### src/rtl/countdown_pkg.sv
// rtl/countdown_pkg.sv - shared types and default constants for the countdown bank
//
// Purpose : channel state encoding, default sizing and the chSel width helper.
// Ports   : none (package).

package countdown_pkg;

  localparam int unsigned DEFAULT_WIDTH  = 32;
  localparam int unsigned DEFAULT_NUM_CH = 4;

  typedef enum logic [1:0] {
    IDLE    = 2'd0,
    RUN     = 2'd1,
    EXPIRED = 2'd2
  } ch_state_e;

  // Channel-select width; a single-channel bank still gets a 1-bit select.
  function automatic int unsigned sel_width(input int unsigned n);
    return (n > 1) ? $clog2(n) : 1;
  endfunction

endpackage

### src/rtl/countdown_channel.sv
// rtl/countdown_channel.sv - one countdown channel with reload and sticky done
//
// Purpose : IDLE/RUN/EXPIRED countdown with optional auto-reload.
// Ports   : clk_i, rst_ni          clock, async active-low reset
//           tick_i                 shared count-enable strobe
//           load_i, load_value_i   write reload register and counter (decoded by the bank)
//           start_i, reload_i      run level, auto-reload mode
//           clear_done_i           sticky-done clear
//           count_o, done_o        live counter, sticky expiry flag
//           expire_o               one-cycle expiry pulse

module countdown_channel
  import countdown_pkg::*;
#(
  parameter int unsigned WIDTH = DEFAULT_WIDTH
) (
  input  logic             clk_i,
  input  logic             rst_ni,
  input  logic             tick_i,
  input  logic             load_i,
  input  logic [WIDTH-1:0] load_value_i,
  input  logic             start_i,
  input  logic             reload_i,
  input  logic             clear_done_i,
  output logic [WIDTH-1:0] count_o,
  output logic             done_o,
  output logic             expire_o
);

  localparam logic [WIDTH-1:0] ONE = WIDTH'(1);

  ch_state_e        state_q;
  logic [WIDTH-1:0] count_q;
  logic [WIDTH-1:0] reload_q;
  logic             done_q;
  logic             expire_q;

  logic             expiring;

  // The 1->0 step; a load on the same edge takes priority and suppresses it.
  assign expiring = !load_i && (state_q == RUN) && start_i && tick_i && (count_q == ONE);

  always_ff @(posedge clk_i or negedge rst_ni) begin
    if (!rst_ni) begin
      state_q  <= IDLE;
      count_q  <= '0;
      reload_q <= '0;
      done_q   <= 1'b0;
      expire_q <= 1'b0;
    end else begin
      expire_q <= expiring;

      // A fresh expiry beats a simultaneous clear.
      if (expiring) begin
        done_q <= 1'b1;
      end else if (load_i || clear_done_i) begin
        done_q <= 1'b0;
      end

      if (load_i) begin
        reload_q <= load_value_i;
        count_q  <= load_value_i;
        state_q  <= IDLE;
      end else begin
        unique case (state_q)
          IDLE: begin
            if (start_i && (count_q != '0)) begin
              state_q <= RUN;
            end
          end
          RUN: begin
            if (!start_i) begin
              state_q <= IDLE;
            end else if (tick_i) begin
              if (count_q == ONE) begin
                // Reload directly from 1 so that 0 is never visible.
                if (reload_i && (reload_q != '0)) begin
                  count_q <= reload_q;
                end else begin
                  count_q <= '0;
                  state_q <= EXPIRED;
                end
              end else if (count_q != '0) begin
                count_q <= count_q - ONE;
              end
            end
          end
          EXPIRED: begin
            state_q <= EXPIRED;
          end
          default: begin
            state_q <= IDLE;
          end
        endcase
      end
    end
  end

  assign count_o  = count_q;
  assign done_o   = done_q;
  assign expire_o = expire_q;

endmodule

### src/rtl/countdown_bank.sv
// rtl/countdown_bank.sv - bank of independent countdown channels with shared load port
//
// Purpose : decodes the shared load port onto NUM_CH countdown_channel instances and,
//           when COUNTDOWN_BANK_IRQ_EN is defined, produces a registered masked interrupt.
// Ports   : CLK, resetN               clock, async active-low reset
//           tick                      shared count-enable strobe
//           chSel, initialValue, load load port (out-of-range chSel ignored)
//           start, reload, clearDone  per-channel run level, reload mode, done clear
//           count                     channel i at [i*WIDTH +: WIDTH]
//           done, expire              sticky flag, one-cycle pulse per channel
//           irqMask, irq              only with COUNTDOWN_BANK_IRQ_EN

module countdown_bank
  import countdown_pkg::*;
#(
  parameter  int unsigned WIDTH  = DEFAULT_WIDTH,
  parameter  int unsigned NUM_CH = DEFAULT_NUM_CH,
  localparam int unsigned SEL_W  = sel_width(NUM_CH)
) (
  input  logic                    CLK,
  input  logic                    resetN,
  input  logic                    tick,
  input  logic [SEL_W-1:0]        chSel,
  input  logic [WIDTH-1:0]        initialValue,
  input  logic                    load,
  input  logic [NUM_CH-1:0]       start,
  input  logic [NUM_CH-1:0]       reload,
  input  logic [NUM_CH-1:0]       clearDone,
`ifdef COUNTDOWN_BANK_IRQ_EN
  input  logic [NUM_CH-1:0]       irqMask,
  output logic                    irq,
`endif
  output logic [NUM_CH*WIDTH-1:0] count,
  output logic [NUM_CH-1:0]       done,
  output logic [NUM_CH-1:0]       expire
);

  logic [NUM_CH-1:0] load_hit;

  for (genvar i = 0; i < NUM_CH; i++) begin : g_ch
    // Selects at or above NUM_CH match no channel and are dropped.
    assign load_hit[i] = load && (chSel == SEL_W'(i));

    countdown_channel #(
      .WIDTH (WIDTH)
    ) u_channel (
      .clk_i        (CLK),
      .rst_ni       (resetN),
      .tick_i       (tick),
      .load_i       (load_hit[i]),
      .load_value_i (initialValue),
      .start_i      (start[i]),
      .reload_i     (reload[i]),
      .clear_done_i (clearDone[i]),
      .count_o      (count[i*WIDTH +: WIDTH]),
      .done_o       (done[i]),
      .expire_o     (expire[i])
    );
  end

`ifdef COUNTDOWN_BANK_IRQ_EN
  logic irq_q;

  always_ff @(posedge CLK or negedge resetN) begin
    if (!resetN) begin
      irq_q <= 1'b0;
    end else begin
      irq_q <= |(done & irqMask);
    end
  end

  assign irq = irq_q;
`endif

endmodule
### config.mk
export PLATFORM = sky130hd
export DESIGN_NAME = countdown_bank
export DESIGN_NICKNAME = d
export VERILOG_FILES = /design/src/rtl/countdown_pkg.sv /design/src/rtl/countdown_channel.sv /design/src/rtl/countdown_bank.sv
export SDC_FILE = /design/constraint.sdc
export NUM_CORES = 1
export LEC_CHECK = 0
export CORE_UTILIZATION = 51
export CTS_BUF_LIST = sky130_fd_sc_hd__clkbuf_4 sky130_fd_sc_hd__clkbuf_8 sky130_fd_sc_hd__clkbuf_16
export DETAILED_ROUTE_END_ITERATION = 10
export PLACE_DENSITY = 0.77
export SLEW_MARGIN = 20
export SYNTH_ARGS = -nofsm -noshare
export SYNTH_HDL_FRONTEND = slang
export SYNTH_SLANG_ARGS = --single-unit
### constraint.sdc
create_clock -name CLK -period 2.43 [get_ports CLK]
set_clock_uncertainty 0.1 [all_clocks]
set_input_delay 0.486 -clock CLK [delete_from_list [all_inputs] [get_ports CLK]]
set_output_delay 0.486 -clock CLK [all_outputs]
set_load 0.05 [all_outputs]
* Yosys cells after proc, flatten, opt, wreduce, memory -nomap -nowiden
Cells that the tools add are included.
Widths: inputs -> output; s select.
** Word-level totals
- Input port bits :: 50
- Output and inout bits :: 136
- Flip-flop bits (word level) :: 272
- Logic and storage cells :: 196
** Operators by class
- Equality and inequality tests :: 31
- Mux-type cells :: 64
- Reduce and logical (&&, ||, !) cells :: 77
- $add $sub $neg :: 4
** Operators by type and width (number)
- $mux 32 :: 28
- $reduce_bool 32->1 :: 8
- $eq 32x1->1 const B :: 4
- $sub 32x1->32 const B :: 4
- $mux 2 :: 24
- $ne 4x3->1 const B :: 12
- $reduce_and 4->1 :: 8
- $reduce_bool 2->1 :: 16
- $logic_and 1x1->1 :: 28
- $pmux 2 s3 :: 4
- $eq 2x2->1 const B :: 6
- $ne 3x1->1 const B :: 4
- $reduce_bool 3->1 :: 4
- $eq 2x1->1 const B :: 5
- $logic_not 2->1 :: 5
- $mux 1 :: 8
- $logic_not 1->1 :: 4
- $logic_or 1x1->1 :: 4

* Longest topological paths before layout
Gate-level depths: netlist of the first run.
- Depth after elaboration :: 8
- Depth in mapped cells :: 11

* Cells and area by module
A second synthesis of the first run with hierarchy kept.
** Unflattened totals
- Cells, all modules :: 1661
- Area total of the unflattened synthesis :: 15677.5 um^2
** By module, submodules not included
- countdown_channel at g_ch[0].u_channel ... :: cells each 421, sequential area each 1701.6 um^2, instances 2, area each 3885.0 um^2
- countdown_channel at g_ch[2].u_channel :: cells each 393, sequential area each 1701.6 um^2, instances 1, area each 3965.1 um^2
- countdown_channel at g_ch[3].u_channel :: cells each 422, sequential area each 1701.6 um^2, instances 1, area each 3905.0 um^2
- countdown_bank :: cells each 4, sequential area each 0.0 um^2, instances 1, area each 37.5 um^2

* Least setup slack after synthesis of the first run
OpenSTA, ideal clock, no wires.
- Path kind :: register to register
- Start point :: register g_ch[3].u_channel.count_q[0]
- End point :: register g_ch[3].u_channel.count_q[20]
- Data arrival time :: 2.583 ns
- Stages on the path, launching flop included :: 9
- Clock period less this slack :: 2.809 ns
- Required time :: 2.204 ns
- Buffers on the path :: 0
- Setup slack :: -0.379 ns
- Path through :: dfrtp_1 > inv_1 > ha_1 > nor4b_1 > nand4_2 > nor4b_1 > xnor2_1 > a211oi_1 > a221o_1
** Between the ends
- Word-level cells in the longest chain between the ends :: 7
- Elaborated cells on any way between the ends :: 11
** RTL lines
- from (decl) :: RTL line countdown_channel.sv:33 : logic [WIDTH-1:0] count_q;
- from (signal assigned) :: RTL line countdown_channel.sv:62 : count_q <= load_value_i;
- from (signal assigned) :: RTL line countdown_channel.sv:78 : count_q <= reload_q;
- from (signal assigned) :: RTL line countdown_channel.sv:84 : count_q <= count_q - ONE;
- $sub 32x1->32 :: RTL line countdown_channel.sv:84
- $mux 32 :: RTL line countdown_channel.sv:83 : end else if (count_q != '0) begin
- $mux 32 :: RTL line countdown_channel.sv:75 : if (count_q == ONE) begin
- $mux 32 :: RTL line countdown_channel.sv:74 : end else if (tick_i) begin
- $mux 32 :: RTL line countdown_channel.sv:72 : if (!start_i) begin
- $mux 32 :: RTL line countdown_channel.sv:65 : unique case (state_q)
- $mux 32 :: RTL line countdown_channel.sv:60 : if (load_i) begin
Several ways; a longest one is shown, not always the timed one. The select of a mux whose other input is x is not followed.
A chain may end at the register's enable or synchronous reset.

* Worst setup path in the final report of the first run
- Start point :: register g_ch[2].u_channel.count_q[4]
- End point :: register g_ch[2].u_channel.count_q[25]
** Between the ends
- Word-level cells in the longest chain between the ends :: 7
- Elaborated cells on any way between the ends :: 11
** RTL lines (RTL line)
- from (decl) :: countdown_channel.sv:33
- from (signal assigned) :: countdown_channel.sv:62
- from (signal assigned) :: countdown_channel.sv:78
- from (signal assigned) :: countdown_channel.sv:84
- $sub 32x1->32 :: countdown_channel.sv:84
- $mux 32 :: countdown_channel.sv:83
- $mux 32 :: countdown_channel.sv:75
- $mux 32 :: countdown_channel.sv:74
- $mux 32 :: countdown_channel.sv:72
- $mux 32 :: countdown_channel.sv:65
- $mux 32 :: countdown_channel.sv:60
Several ways; a longest one is shown, not always the timed one. The select of a mux whose other input is x is not followed.

==> impl_metrics.yaml, run 1 <==
status:
  status: "finished with violations"
  violations: "setup timing"
synth:
  syn_inst: 1788
  yosysSeqAreaShare_pct: 44.2
  ys_types: 78
  async_flop_share_pct: 100
  netlist_area_um2: 15400
  synthesis.nets: 1850
  yosys_warnings: 0
  synth-edff-count: 0
  synthFlopType: "dfrtp_1"
  avgSynthCellArea_um2: 8.62
  synth.ff_latch_count: 272
worst_setup_path:
  crit_slowest_cell: "or4_4"
  critPathCaptureType: "flip-flop"
  timing_worst_setup_path_type: "reg -> reg"
  r2r-start: "g_ch[2].u_channel.count_o[4]"
  r2r_slack_ps: -60
  cp.arrival_ps: 2850
  crit_path_cell_trace: "or4_4 -> or3_4 -> nor3_4 -> a21boi_2 -> buf_6 -> o21a_1 -> a22o_1"
  critPathMaxStageDelay_ps: 560
  critPathTopFamily: "simple AND/OR/NAND/NOR gates"
  reg2reg_depth: 7
  crit_fanout: 6
  path_buf_inv: 1
  r2r-end: "g_ch[2].u_channel.count_o[25]"
  start_kind: "flip-flop"
  crit_required_ps: 2800
routing:
  wire_per_inst_um: 22.1
  drtIter0Drc: 2023
  drt_pass1_iterations: 6
  num_vias: 16100
  postRouteAntennaNets: 0
  routed_wl_um: 56800
  vias_per_cell: 6.26
  remaining_drc_errors: 0
cells_and_area:
  nets: 2217
  drive_gt1_share_pct: 23.2
  finalNonFillerCells: 2567
  n_fill_cell: 2317
  multi_input_area_um2: 8470
  regArea_um2: 6880
  finalInstanceArea_um2: 21000
  syn_to_final_growth_pct: 36.0
  diodes: 0
global_route:
  first_global_vias: 15400
  grt_max_degree: 75
  grt_antenna_before_repair: 0
  grt_pass1_wl_um: 87400
  track_usage_pct: 36.4
  overflow: 0
floorplan:
  die_width_um: 176
  start_util_pct: 51.9
  std_cell_rows: 63
  core-area_um2: 29700
  dieHeight_um: 176
  fp.dieArea_um2: 30900
  pin_count: 186
timing:
  setup_viol: 29
  relSlewSlack_pct: 51.7
  fin_crit_sh_pct: 102
  fin_crit_ps: 2490
  fin_ws_ps: -56.2
  finalMaxSlewViolations: 0
  max_freq_mhz: 402
  worst_pin_slew_ps: 722
  rsz0062_at_grt: "yes"
  final_hold_viol_count: 0
place:
  gp_congestion: 0.954
  placed_cells: 2499
  dp_hpwl_um: 39500
  post-place-ws_ps: -219
  portBuffers: 185
  dpl-instance-area_um2: 19700
clock_tree:
  clk_latency_ps: 580
  clockRootBuffer: "clkbuf_16"
  cts_htree_levels: 1
  clk_pin_slew_ps: 60
  clock_sinks: 272
  cts.path.max_buffers: 3
  cts_tree: "done"
  cts_buffers: 30
power_and_ir_drop:
  powerDensity_nw_per_um2: 971
  power_leakage_nw: 9.66
  peakVddDrop_mv: 0.788
run:
  drv_cap: 0
min_path:
  hold_class: "in -> async"
## state kept, by name, indices dropped and copies added, names as in the netlist
signal and cells:
g_ch.u_channel.expire_o 4, g_ch.u_channel.count_o 128, g_ch.u_channel.state_q 8, g_ch.u_channel.reload_q 128, g_ch.u_channel.done_o 4
## timing repair
item,4_1_cts,5_1_grt
gates resized for setup,126,71
cloned,0,2
pin swaps,8,31
endpoints found under the setup margin,169,120
hold endpoints to repair,45,0
setup buffers,2,9
hold buffers,1,0
## report_power, final
part / internal (mW) / switching (mW)
clock network: 2.85 / 1.97
logic: 3.30 / 5.63
registers: 5.54 / 1.07
total: 11.7 / 8.67
## layout make-up
| class | count | share of cell area (%) |
|---|---|---|
| repair buffers | 455 | 19.3 |
| flip-flops and latches | 272 | 32.8 |
| inverters | 15 | 0.269 |
| clock inverters | 13 | 0.907 |
| clock buffers | 41 | 4.00 |
| multi-input cells | 1381 | 40.4 |
| well taps | 390 | 2.33 |
## worst reg2reg max path, stage by stage, from the launching register on
cell	delay, ps
dfrtp_2	400
or4_4	560
or3_4	390
nor3_4	270
a21boi_2	130
buf_6	150
o21a_1	180
a22o_1	170
## cell usage after synthesis (10+ instances only)
cell / number / area (um^2)
a31oi_1: 11 / 68.8
and3_1: 12 / 75.1
a22oi_1: 48 / 360
inv_1: 15 / 56.3
o211ai_1: 51 / 383
clkbuf_1: 68 / 255
dfrtp_1: 272 / 6810
a221o_1: 20 / 200
xor2_1: 53 / 464
o21ai_0: 38 / 190
and4_1: 12 / 105
xnor2_1: 49 / 429
o211ai_2: 18 / 225
buf_2: 34 / 170
nand4_1: 27 / 169
a21oi_1: 88 / 440
nand4b_1: 10 / 87.6
ha_1: 12 / 150
nand2_1: 495 / 1860
o31ai_1: 10 / 75.1
nand3b_1: 10 / 75.1
nor4_1: 65 / 407
a211oi_1: 20 / 150
nor2_1: 79 / 297
nor3_1: 48 / 240
buf_4: 12 / 90.1
or4_1: 13 / 97.6
or3_1: 19 / 119
nand3_1: 46 / 230
## worst max path at each step
stage	start	endpoint	slack (ps)	depth (start not counted)
2_1_floorplan	g_ch[1].u_channel.count_o[4]	g_ch[1].u_channel.count_o[10]	-140	10
3_3_place_gp	load	g_ch[0].u_channel.count_o[18]	-190	6
5_1_grt	g_ch[1].u_channel.count_o[18]	g_ch[1].u_channel.count_o[2]	-130	8
6_report	g_ch[2].u_channel.count_o[4]	g_ch[2].u_channel.count_o[25]	-60	7
3_5_place_dp	load	g_ch[0].u_channel.count_o[22]	-220	6
4_1_cts	g_ch[1].u_channel.count_o[12]	g_ch[1].u_channel.count_o[25]	-20	7
## cells in the final DEF, fill, tap and decap left out, drive strengths merged, types with 5 or more instances in the layout
cell type	count
dfrtp	272
a21o	5
nor2	79
a221o	20
nor3	52
a31oi	11
nand2	496
inv	16
o211ai	69
ha	12
o21ai	46
o31ai	10
and3	12
a21boi	7
nor4b	6
clkdlybuf4s50	62
dlygate4sd2	117
a22oi	48
nand4	29
nand4b	11
and4	12
nor2b	6
buf	270
or3	19
nand2b	8
nand3	47
nor3b	6
a21oi	88
or4	15
xor2	53
nand3b	10
xnor2	49
and2	9
o21a	5
a211oi	20
clkbuf	42
nor4	73
## per-stage QoR
step / util [%] / setup TNS [ps] / hold slack [ps] / total power, mW
3_5_place_dp: 66.1 / -6440 / 338 / 15.7
5_1_grt: 70.6 / -5140 / 367 / 21.2
3_3_place_gp: 66.1 / -3980 / 337 / 15.4
2_1_floorplan: - / -4180 / 90.4 / 11.9
6_report: 70.6 / -660 / 322 / 20.4
4_1_cts: 69.3 / -23.6 / 335 / 20.1
## per-layer routing
metal	track usage, %	vias up	routed length [um]
li1	-	7139	-
met1	49.1	7758	22200
met2	55.8	981	25500
met3	7.19	197	5850
met4	18.4	0	3280
met5	0	-	0
## cell families (layout without fill, tap and decap cells)
logic type | count (synthesis) | after routing | synth area share [%]
AND/OR/NAND/NOR | 901 | 901 | 28.2
adder cells (fa/ha/maj) | 12 | 12 | 0.974
flip-flops | 272 | 272 | 44.2
AO/OA/AOI/OAI | 364 | 364 | 16.7
buffers and inverters | 135 | 524 | 4.05
multiplexers | 2 | 2 | 0.138
XOR/XNOR | 102 | 102 | 5.80
No activity file was read; power rests on OpenSTA's default activity.
==> run 2: changes to the inputs <==
- TNS_END_PERCENT: unset -> 100
==> results of run 2 <==
No change in the layout: final DEF, timing and power equal those of run 1.
